$ cat src/rtl/rv32i_bus_pkg.sv
// Shared bus types: arbiter FSM states, transaction owner, and default widths
// used by the arbiter and the address decoder.
package rv32i_bus_pkg;

    localparam int unsigned BUS_ADDR_W = 14;
    localparam int unsigned BUS_DATA_W = 32;

    typedef enum logic [1:0] {
        IDLE   = 2'd0,
        ACCESS = 2'd1,
        RESP   = 2'd2
    } bus_state_e;

    typedef enum logic {
        OWN_IF = 1'b0,
        OWN_LS = 1'b1
    } bus_owner_e;

endpackage

$ cat src/rtl/starve_counter.sv
// Saturating counter of consecutive fetch losses; sat tells the arbiter that
// fetch must win the next arbitration.
module starve_counter #(
    parameter int unsigned MAX = 3
) (
    input  logic clk,
    input  logic rst,
    input  logic inc,
    input  logic clr,
    output logic sat
);

    localparam int unsigned W = (MAX < 1) ? 1 : $clog2(MAX + 1);
    localparam logic [W-1:0] MAX_V = W'(MAX);

    logic [W-1:0] cnt_q;
    logic [W-1:0] cnt_d;

    // Next count: clear wins over increment; increment stops at MAX.
    always_comb begin
        cnt_d = cnt_q;
        if (clr) begin
            cnt_d = '0;
        end else if (inc && !sat) begin
            cnt_d = cnt_q + 1'b1;
        end
    end

    // Count register with synchronous reset.
    always_ff @(posedge clk) begin
        if (rst) begin
            cnt_q <= '0;
        end else begin
            cnt_q <= cnt_d;
        end
    end

    assign sat = (cnt_q == MAX_V);

endmodule

$ cat src/rtl/bus_arbiter.sv
// Two-master bus arbiter (instruction fetch vs load/store) with one
// outstanding transaction, ls priority, and fetch starvation protection.
module bus_arbiter
    import rv32i_bus_pkg::*;
#(
    parameter int unsigned ADDR_W     = BUS_ADDR_W,
    parameter int unsigned DATA_W     = BUS_DATA_W,
    parameter int unsigned STARVE_MAX = 3
) (
    input  logic              clk,
    input  logic              rst,
    input  logic              if_req,
    input  logic [ADDR_W-1:0] if_addr,
    output logic              if_gnt,
    output logic              if_rvalid,
    output logic [DATA_W-1:0] if_rdata,
    input  logic              ls_req,
    input  logic              ls_we,
    input  logic [ADDR_W-1:0] ls_addr,
    input  logic [DATA_W-1:0] ls_wdata,
    output logic              ls_gnt,
    output logic              ls_rvalid,
    output logic [DATA_W-1:0] ls_rdata,
    output logic [ADDR_W-1:0] bus_addr,
    output logic              bus_wen,
    output logic              bus_ren,
    output logic [DATA_W-1:0] bus_wdata,
    input  logic [DATA_W-1:0] bus_rdata
);

    bus_state_e        state_q, state_d;
    bus_owner_e        owner_q, owner_d;
    logic [ADDR_W-1:0] addr_q,  addr_d;
    logic              we_q,    we_d;
    logic [DATA_W-1:0] wdata_q, wdata_d;

    logic starve_inc;
    logic starve_clr;
    logic starve_sat;
    logic ls_win;

    starve_counter #(
        .MAX (STARVE_MAX)
    ) u_starve (
        .clk (clk),
        .rst (rst),
        .inc (starve_inc),
        .clr (starve_clr),
        .sat (starve_sat)
    );

    // Arbitration, next state, and bus/handshake decode from the current state.
    always_comb begin
        state_d    = state_q;
        owner_d    = owner_q;
        addr_d     = addr_q;
        we_d       = we_q;
        wdata_d    = wdata_q;
        starve_inc = 1'b0;
        starve_clr = 1'b0;
        if_gnt     = 1'b0;
        ls_gnt     = 1'b0;
        if_rvalid  = 1'b0;
        ls_rvalid  = 1'b0;
        bus_ren    = 1'b0;
        bus_wen    = 1'b0;
        ls_win     = ls_req && !(if_req && starve_sat);

        unique case (state_q)
            IDLE: begin
                // A fetch that loses counts as a starvation step; anything
                // else seen in IDLE (fetch wins, or no fetch request) clears.
                starve_inc = if_req && ls_win;
                starve_clr = !(if_req && ls_win);
                if (if_req || ls_req) begin
                    owner_d = ls_win ? OWN_LS : OWN_IF;
                    addr_d  = ls_win ? ls_addr : if_addr;
                    we_d    = ls_win && ls_we;
                    wdata_d = ls_wdata;
                    state_d = ACCESS;
                end
            end
            ACCESS: begin
                if_gnt  = (owner_q == OWN_IF);
                ls_gnt  = (owner_q == OWN_LS);
                bus_wen = we_q;
                bus_ren = !we_q;
                state_d = we_q ? IDLE : RESP;
            end
            RESP: begin
                if_rvalid = (owner_q == OWN_IF);
                ls_rvalid = (owner_q == OWN_LS);
                state_d   = IDLE;
            end
            default: begin
                state_d = IDLE;
            end
        endcase
    end

    // State and latched-transaction registers with synchronous reset.
    always_ff @(posedge clk) begin
        if (rst) begin
            state_q <= IDLE;
            owner_q <= OWN_IF;
            addr_q  <= '0;
            we_q    <= 1'b0;
            wdata_q <= '0;
        end else begin
            state_q <= state_d;
            owner_q <= owner_d;
            addr_q  <= addr_d;
            we_q    <= we_d;
            wdata_q <= wdata_d;
        end
    end

    assign bus_addr  = addr_q;
    assign bus_wdata = wdata_q;
    assign if_rdata  = bus_rdata;
    assign ls_rdata  = bus_rdata;

endmodule

$ cat config.mk
export PLATFORM = sky130hd
export DESIGN_NAME = bus_arbiter
export DESIGN_NICKNAME = d
export VERILOG_FILES = /design/src/rtl/rv32i_bus_pkg.sv /design/src/rtl/starve_counter.sv /design/src/rtl/bus_arbiter.sv
export SDC_FILE = /design/constraint.sdc
export NUM_CORES = 1
export LEC_CHECK = 0
export ABC_AREA = 0
export CAP_MARGIN = 20
export CELL_PAD_IN_SITES_DETAIL_PLACEMENT = 2
export CELL_PAD_IN_SITES_GLOBAL_PLACEMENT = 2
export CORE_ASPECT_RATIO = 1.5
export CORE_MARGIN = 3
export CORE_UTILIZATION = 16
export DETAILED_ROUTE_END_ITERATION = 12
export PLACE_DENSITY = 0.88
export REMOVE_ABC_BUFFERS = 1
export SYNTH_ARGS = -nofsm -noshare
export SYNTH_HDL_FRONTEND = slang
export SYNTH_HIERARCHICAL = 1
export SYNTH_SLANG_ARGS = --single-unit
$ cat constraint.sdc
create_clock -name clk -period 2.1 [get_ports clk]
set_input_delay 0.63 -clock clk [delete_from_list [all_inputs] [get_ports clk]]
set_output_delay 0.63 -clock clk [all_outputs]
set_load 0.1 [all_outputs]
==> impl_results.md, run 1 <==
- HP Class: flip-flop to flip-flop
- Largest net degree at the start of global routing: 53
- Worst Skew: roughly 0.006 ns
- Max IR drop VDD: approximately 310 µV
- Post-synthesis mux area share: 0.003733
- Synth Area per Inst: 8.200 µm²
- Clock Tree Buf Depth: 2
- First-pass GRT wire length: 17280 µm
- Drt wl/cell: 20.28 µm
- Largest family of logic cells by synthesized area: buffers and inverters
- Worst-Margin Slew: 0.3833 ns
- Post-CTS setup buffers: 0
- Worst Hold Path Cells: 1
- Cts repair resizes: 0
- H-tree depth: 2
- Final worst path period share: 0.9420
- Post-DP HPWL: 9228 µm
- Synth top area share: 0.3882
- Synth Area in Compound Gates: 0.2231
- Yosys top cell by area: dfxtp_1
- Worst skew pair latency: ~0.29 ns
- Yosys Warn Count: 6
- Diode count: 0
- GRT Util Overall: 0.1227
- Min cycle time layout: between 1.5 and 2 ns
- Reg2reg path depth: 6
- Design area: approximately 4300 µm²
- ANT nets after route: 0
- RSZ-0062 raised after global routing: false
- CTS tree: yes
- Clock sinks: 52
- Hold wc startpoint: we_q
- Simple-gate share of the synthesized area: 0.1475
- Final hold vios: 0
- Routed WL: around 12000 µm
- Vias per cell: 4.383
- Antenna violations before repair: 1
- Pwr Density: 802.6 nW/µm²
- Max-cap viol count: 0
- Post-synthesis sequential area ratio: 0.3882
- # rows: 57
- Critical Path End Type: primary output
- Die Width: 111.7 µm
- DR pass1 iterations: 4
- Synth Area in Adders: 0.004666
- Die Y-Extent: 164.5 µm
- Hold-critical path endpoint: state_q[1]
- Placeable Area: 16330 µm²
- Final Setup Violations: 0
- Number of synthesized register bits: 52
- Die area: 18380 µm²
- Number of flops mapped to enable cells by yosys: 0
- Vias: roughly 2500
- Initial Util: 0.1642
- Share of layout cells above drive strength 1: 0.2306
- Worst hold slack: 0.5123 ns
- R2R setup slack: 0.56 ns
- Status: completed
- Worst R2R End: u_starve/cnt_q[1]
- Top FF cell, synth: dfxtp_1
- Mapped Area: 2681 µm²
- XOR/XNOR Fraction of Synth Area: 0.003266
- Reg clk slew, reported paths: 0.07 ns
- Hold Buf Count CTS: 0
- DR DRC count: 0
- Vias in the first global route: 2873
- CP Launch Type: flip-flop
- Relative slew slack: 0.7444
- GPL Wtd Cong: 0.7196
- Fill count: 1815
- Synth area leaders: dfxtp_1, buf_4, a21oi_1
- Post-synth ARST share: 0
- Final layout net count: 471
- Most frequent cell after synthesis: buf_4
- Post-synth top cells: buf_4, dfxtp_1, a21oi_1, o21ai_0, nand3_1
- Cells after synthesis: 327
- Critical path peak fanout: 5
- Post-DP Area: 4163 µm²
- GR Overflow Total: 0
- Initial DRC count: 111
- Fmax: 0.5055 GHz
- Crit Path Class: flip-flop to primary output
- Area grow syn2layout: 60.24%
- CTS Buf Count: 5
- Synth cell types: 27
- IO Port Bufs: 116
- Top Ports: 213
- Fin util: 0.2631
- Sequential cell area: roughly 1000 µm²
- CTS root buffer: clkbuf_16
- RR Startpoint: u_starve/cnt_q[0]
- Crit path required time: 1.47 ns
- Area of the multi-input gates: ~1000 µm²
- Arrival time at the worst endpoint: 1.35 ns
- Pleak: 1.587 nW
- Slew Viols, Final: 0
[cell families (layout without fill, tap and decap cells)]
family	count (synthesis)	count (layout)
simple gates	81	81
mux	1	1
xor+xnor	1	1
buf+inv	92	138
compound gates	99	99
fa+ha+maj	1	1
flops	52	52
[cells in the final DEF, fill, tap and decap left out, drive strengths merged]
cell / netlist / routed
buf: 75 / 66
clkdlybuf4s50: 0 / 63
dfxtp: 52 / 52
a21oi: 49 / 49
o21ai: 34 / 34
nand3: 33 / 33
nand2: 29 / 29
a311oi: 14 / 14
nor2: 7 / 7
clkbuf: 15 / 6
nor3: 4 / 4
inv: 2 / 2
nor3b: 2 / 2
or2: 2 / 2
nand2b: 1 / 1
a21boi: 1 / 1
and3: 1 / 1
a21bo: 1 / 1
nand4: 1 / 1
clkinv: 0 / 1
nor2b: 1 / 1
mux2i: 1 / 1
xnor2: 1 / 1
ha: 1 / 1
[through the flow]
stage	instances	setup TNS, ns	worst slack, ns	total power (W)
final	579	0	0.1218	0.003449
after global routing	579	0	0.005404	0.003614
after CTS	579	0	0.1005	0.003523
after detailed placement	572	-0.1125	-0.05415	0.002696
after global placement	572	-0.0007778	-0.0007778	0.002655
after floorplan	237	-11.33	-1.128	0.001989
[sequential cells by signal, indices dropped and copies added, names as in the netlist]
name	flops
we_q	1
u_starve/cnt_q	2
owner_q	1
bus_wdata	32
state_q	2
bus_addr	14
[layout make-up]
class | count | area share
multi-input combinational | 183 | 0.2402
tap | 206 | 0.05999
clock inverter | 1 | 0.001165
timing repair buffer | 129 | 0.4246
inverter | 2 | 0.001747
sequential | 52 | 0.2423
clock buffer | 6 | 0.02999
[worst max-delay path: stages (launching register included)]
cell and delay, ns:
dfxtp_1 0.45, nand2b_1 0.17, nor2_1 0.23, buf_12 0.21
[where the power goes]
| part | internal, W | switching (W) |
|---|---|---|
| Clock | 0.000435 | 0.000358 |
| Combinational | 0.000556 | 0.000925 |
| Sequential | 0.00108 | 0.0000986 |
| Total | 0.00207 | 0.00138 |
[worst max-delay path by stage]
stage               startpoint                 to  depth (start not counted)
finish              state_q[0]             if_gnt                          3
CTS                    owner_q          ls_rvalid                          3
detailed placement      if_req  u_starve/cnt_q[1]                          7
global route           owner_q          ls_rvalid                          3
floorplan              owner_q          ls_rvalid                          2
global placement        if_req  u_starve/cnt_q[1]                          7
[routing by layer]
layer / track usage / share of wire / vias up
met1: 0.1269 / 0.38 / 1206
met3: 0.08174 / 0.14 / 9
met2: 0.2044 / 0.47 / 164
li1: - / - / 1155
met5: 0.05000 / 0.0055 / -
met4: 0.02269 / 0.0081 / 4
Note: power is estimated with default switching activity, not from simulation.
==> inputs of run 2 (changes only) <==
Settings changed: PLACE_DENSITY 0.88 to 0.76.
==> run 2 against run 1 <==
Effect of this change:
- sequential cell count unchanged
- highest routed layer is now met4
- largest cell class unchanged
- clock-buffer cell count rose by 1
- wire length shrank 1.5%
- total power increased by 6.2%
- first-iteration DRC count down 52%
- critical path depth stayed put
- final area grew 1.4%
==> impl_results.md, run 2 (same netlist as run 1, synthesis figures left out) <==
- CTS Buf Count: 5 (unchanged)
- Worst hold slack: 0.5025 ns (was 0.5123 ns)
- Fill count: 1805 (was 1815)
- Combinational share of power: 0.406 (was 0.429)
- Clock sinks: 52 (unchanged)
- Crit Path Class: flip-flop to primary output (unchanged)
- Critical path peak fanout: 5 (unchanged)
- Switching Share: 0.3809 (was 0.4007)
- Status: completed (unchanged)
- GRT Util Overall: 0.1227 (about the same)
- Worst skew pair latency: 0.29 ns (about the same)
- Area grow syn2layout: 62.44% (was 60.24%)
- Largest net degree at the start of global routing: 53 (unchanged)
- Max IR drop VDD: 320.8 µV (was 311.2 µV)
- Final Setup Violations: 0 (unchanged)
- ANT nets after route: 0 (unchanged)
- Die area: 18380 µm² (unchanged)
- Diode count: 0 (unchanged)
- Antenna violations before repair: 0 (was 1)
- RSZ-0062 raised after global routing: true (was false)
- CP Launch Type: flip-flop (unchanged)
- Critical Path End Type: primary output (unchanged)
- Most common cell after layout, fill and taps aside: clkdlybuf4s50_1 (unchanged)
- First-pass GRT wire length: 17340 µm (was 17280 µm)
- Pint: 0.002268 W (was 0.002067 W)
- Drt wl/cell: 20.01 µm (was 20.28 µm)
- Worst-Margin Slew: 0.4087 ns (was 0.3833 ns)
- Die Width: 111.7 µm (unchanged)
- Min cycle time layout: 1.996 ns (was 1.978 ns)
- Power Total: 0.003664 W (was 0.003449 W)
- Slowest cell on crit path: dfxtp_1 (unchanged)
- Final hold vios: 0 (unchanged)
- Relative slew slack: 0.7275 (was 0.7444)
- CP max stage delay: 0.45 ns (about the same)
- Share of layout cells above drive strength 1: 0.2312 (was 0.2306)
- H-tree depth: 2 (unchanged)
- Reg clk slew, reported paths: 0.07 ns (about the same)
- Crit path launch: state_q[0] (unchanged)
- DR pass1 iterations: 4 (unchanged)
- Vias in the first global route: 2896 (was 2873)
- CTS tree: yes (unchanged)
- Arrival time at the worst endpoint: 1.37 ns (was 1.35 ns)
- # rows: 57 (unchanged)
- Slew Viols, Final: 0 (unchanged)
- Final layout net count: 469 (was 471)
- Fmax: 0.5011 GHz (was 0.5055 GHz)
- Placeable Area: 16330 µm² (unchanged)
- Worst path bufs/invs: 1 (unchanged)
- Max-cap viol count: 0 (unchanged)
- GR Overflow Total: 0 (unchanged)
- Top delay family on crit path: flip-flops (unchanged)
- RR Startpoint: u_starve/cnt_q[0] (unchanged)
- Flop pwr share: 0.320 (was 0.341)
- IO Port Bufs: 116 (unchanged)
- Worst Skew: 0.007353 ns (was 0.005976 ns)
- Top Ports: 213 (unchanged)
- Routed WL: 11560 µm (was 11740 µm)
- Die Y-Extent: 164.5 µm (unchanged)
- HP Class: flip-flop to flip-flop (unchanged)
- Post-CTS setup buffers: 0 (unchanged)
- DR DRC count: 0 (unchanged)
- CTS root buffer: clkbuf_16 (unchanged)
- Switch Pwr: 0.001395 W (was 0.001382 W)
- Clock share of power: 0.273 (was 0.230)
- Post-DP HPWL: 9029 µm (was 9228 µm)
- Pleak: 1.611 nW (was 1.587 nW)
- Hold wc startpoint: we_q (unchanged)
- Max reg flops: 32 (unchanged)
- Crit path required time: 1.47 ns (about the same)
- Final worst path period share: 0.9504 (was 0.9420)
- Initial DRC count: 53 (was 111)
- Initial Util: 0.1642 (unchanged)
- Vias: 2536 (was 2538)
- Vias per cell: 4.388 (was 4.383)
- Clock Tree Buf Depth: 2 (unchanged)
- Critical Path, Cell by Cell: nand2b_1 -> nor2_1 -> buf_12 (unchanged)
- GPL Wtd Cong: 0.7018 (was 0.7196)
- Most frequent cells in the layout: clkdlybuf4s50_1, buf_12, dfxtp_1 (unchanged)
- Pwr Density: 841.2 nW/µm² (was 802.6 nW/µm²)
==> run 2: final cells by class <==
type | count | area (µm²) | share of cell area
Inverter | 2 | 7.507 | 0.001724
Clock buffer | 7 | 152.6 | 0.03505
Timing Repair Buffer | 127 | 1834 | 0.4211
Tap cell | 206 | 257.7 | 0.05918
Clock inverter | 1 | 30.03 | 0.006895
Sequential cell | 52 | 1041 | 0.2390
Multi-Input combinational cell | 183 | 1032 | 0.2370
==> run 2: power by group through the flow <==
stage                     Combinational, W  Clock (W)  Sequential (W)
after global routing               0.00156    0.00109         0.00119
after floorplan                   0.000264          0         0.00173
after detailed placement           0.00151          0         0.00120
after CTS                          0.00151    0.00105         0.00118
after global placement             0.00148          0         0.00119
final                              0.00149    0.00100         0.00117
==> run 2: worst paths after layout <==
path	end	slack, ns	cells past startpoint
hold reg to reg	state_q[1]	0.50	1
hold / removal	state_q[1]	0.50	1
setup reg to reg	u_starve/cnt_q[1]	0.59	6
setup / recovery	if_gnt	0.10	3
==> run 2: layer usage <==
layer,GRT usage,vias up,wire length [µm]
li1,-,1151,-
met1,0.1237,1224,4223
met2,0.2085,157,5664
met3,0.08358,4,1614
met4,0.02490,0,63
met5,0.02500,-,0
==> run 2: per-stage QoR <==
step | util | TNS, ns | area, µm² | std cells | setup WS (ns)
after floorplan | - | -11.33 | 2073 | 237 | -1.128
after global placement | 0.2555 | 0 | 4173 | 570 | 0.01026
after detailed placement | 0.2555 | -1.023 | 4173 | 570 | -0.04963
after CTS | 0.2667 | 0 | 4355 | 578 | 0.05518
after global routing | 0.2667 | -0.02973 | 4355 | 578 | -0.01902
final | 0.2667 | 0 | 4355 | 578 | 0.1042
==> run 2: what timing repair did <==
| action | CTS | global route |
|---|---|---|
| setup endpoints to repair | 0 | 2 |
| gates resized for setup | 0 | 0 |
| hold buffers | 0 | 0 |
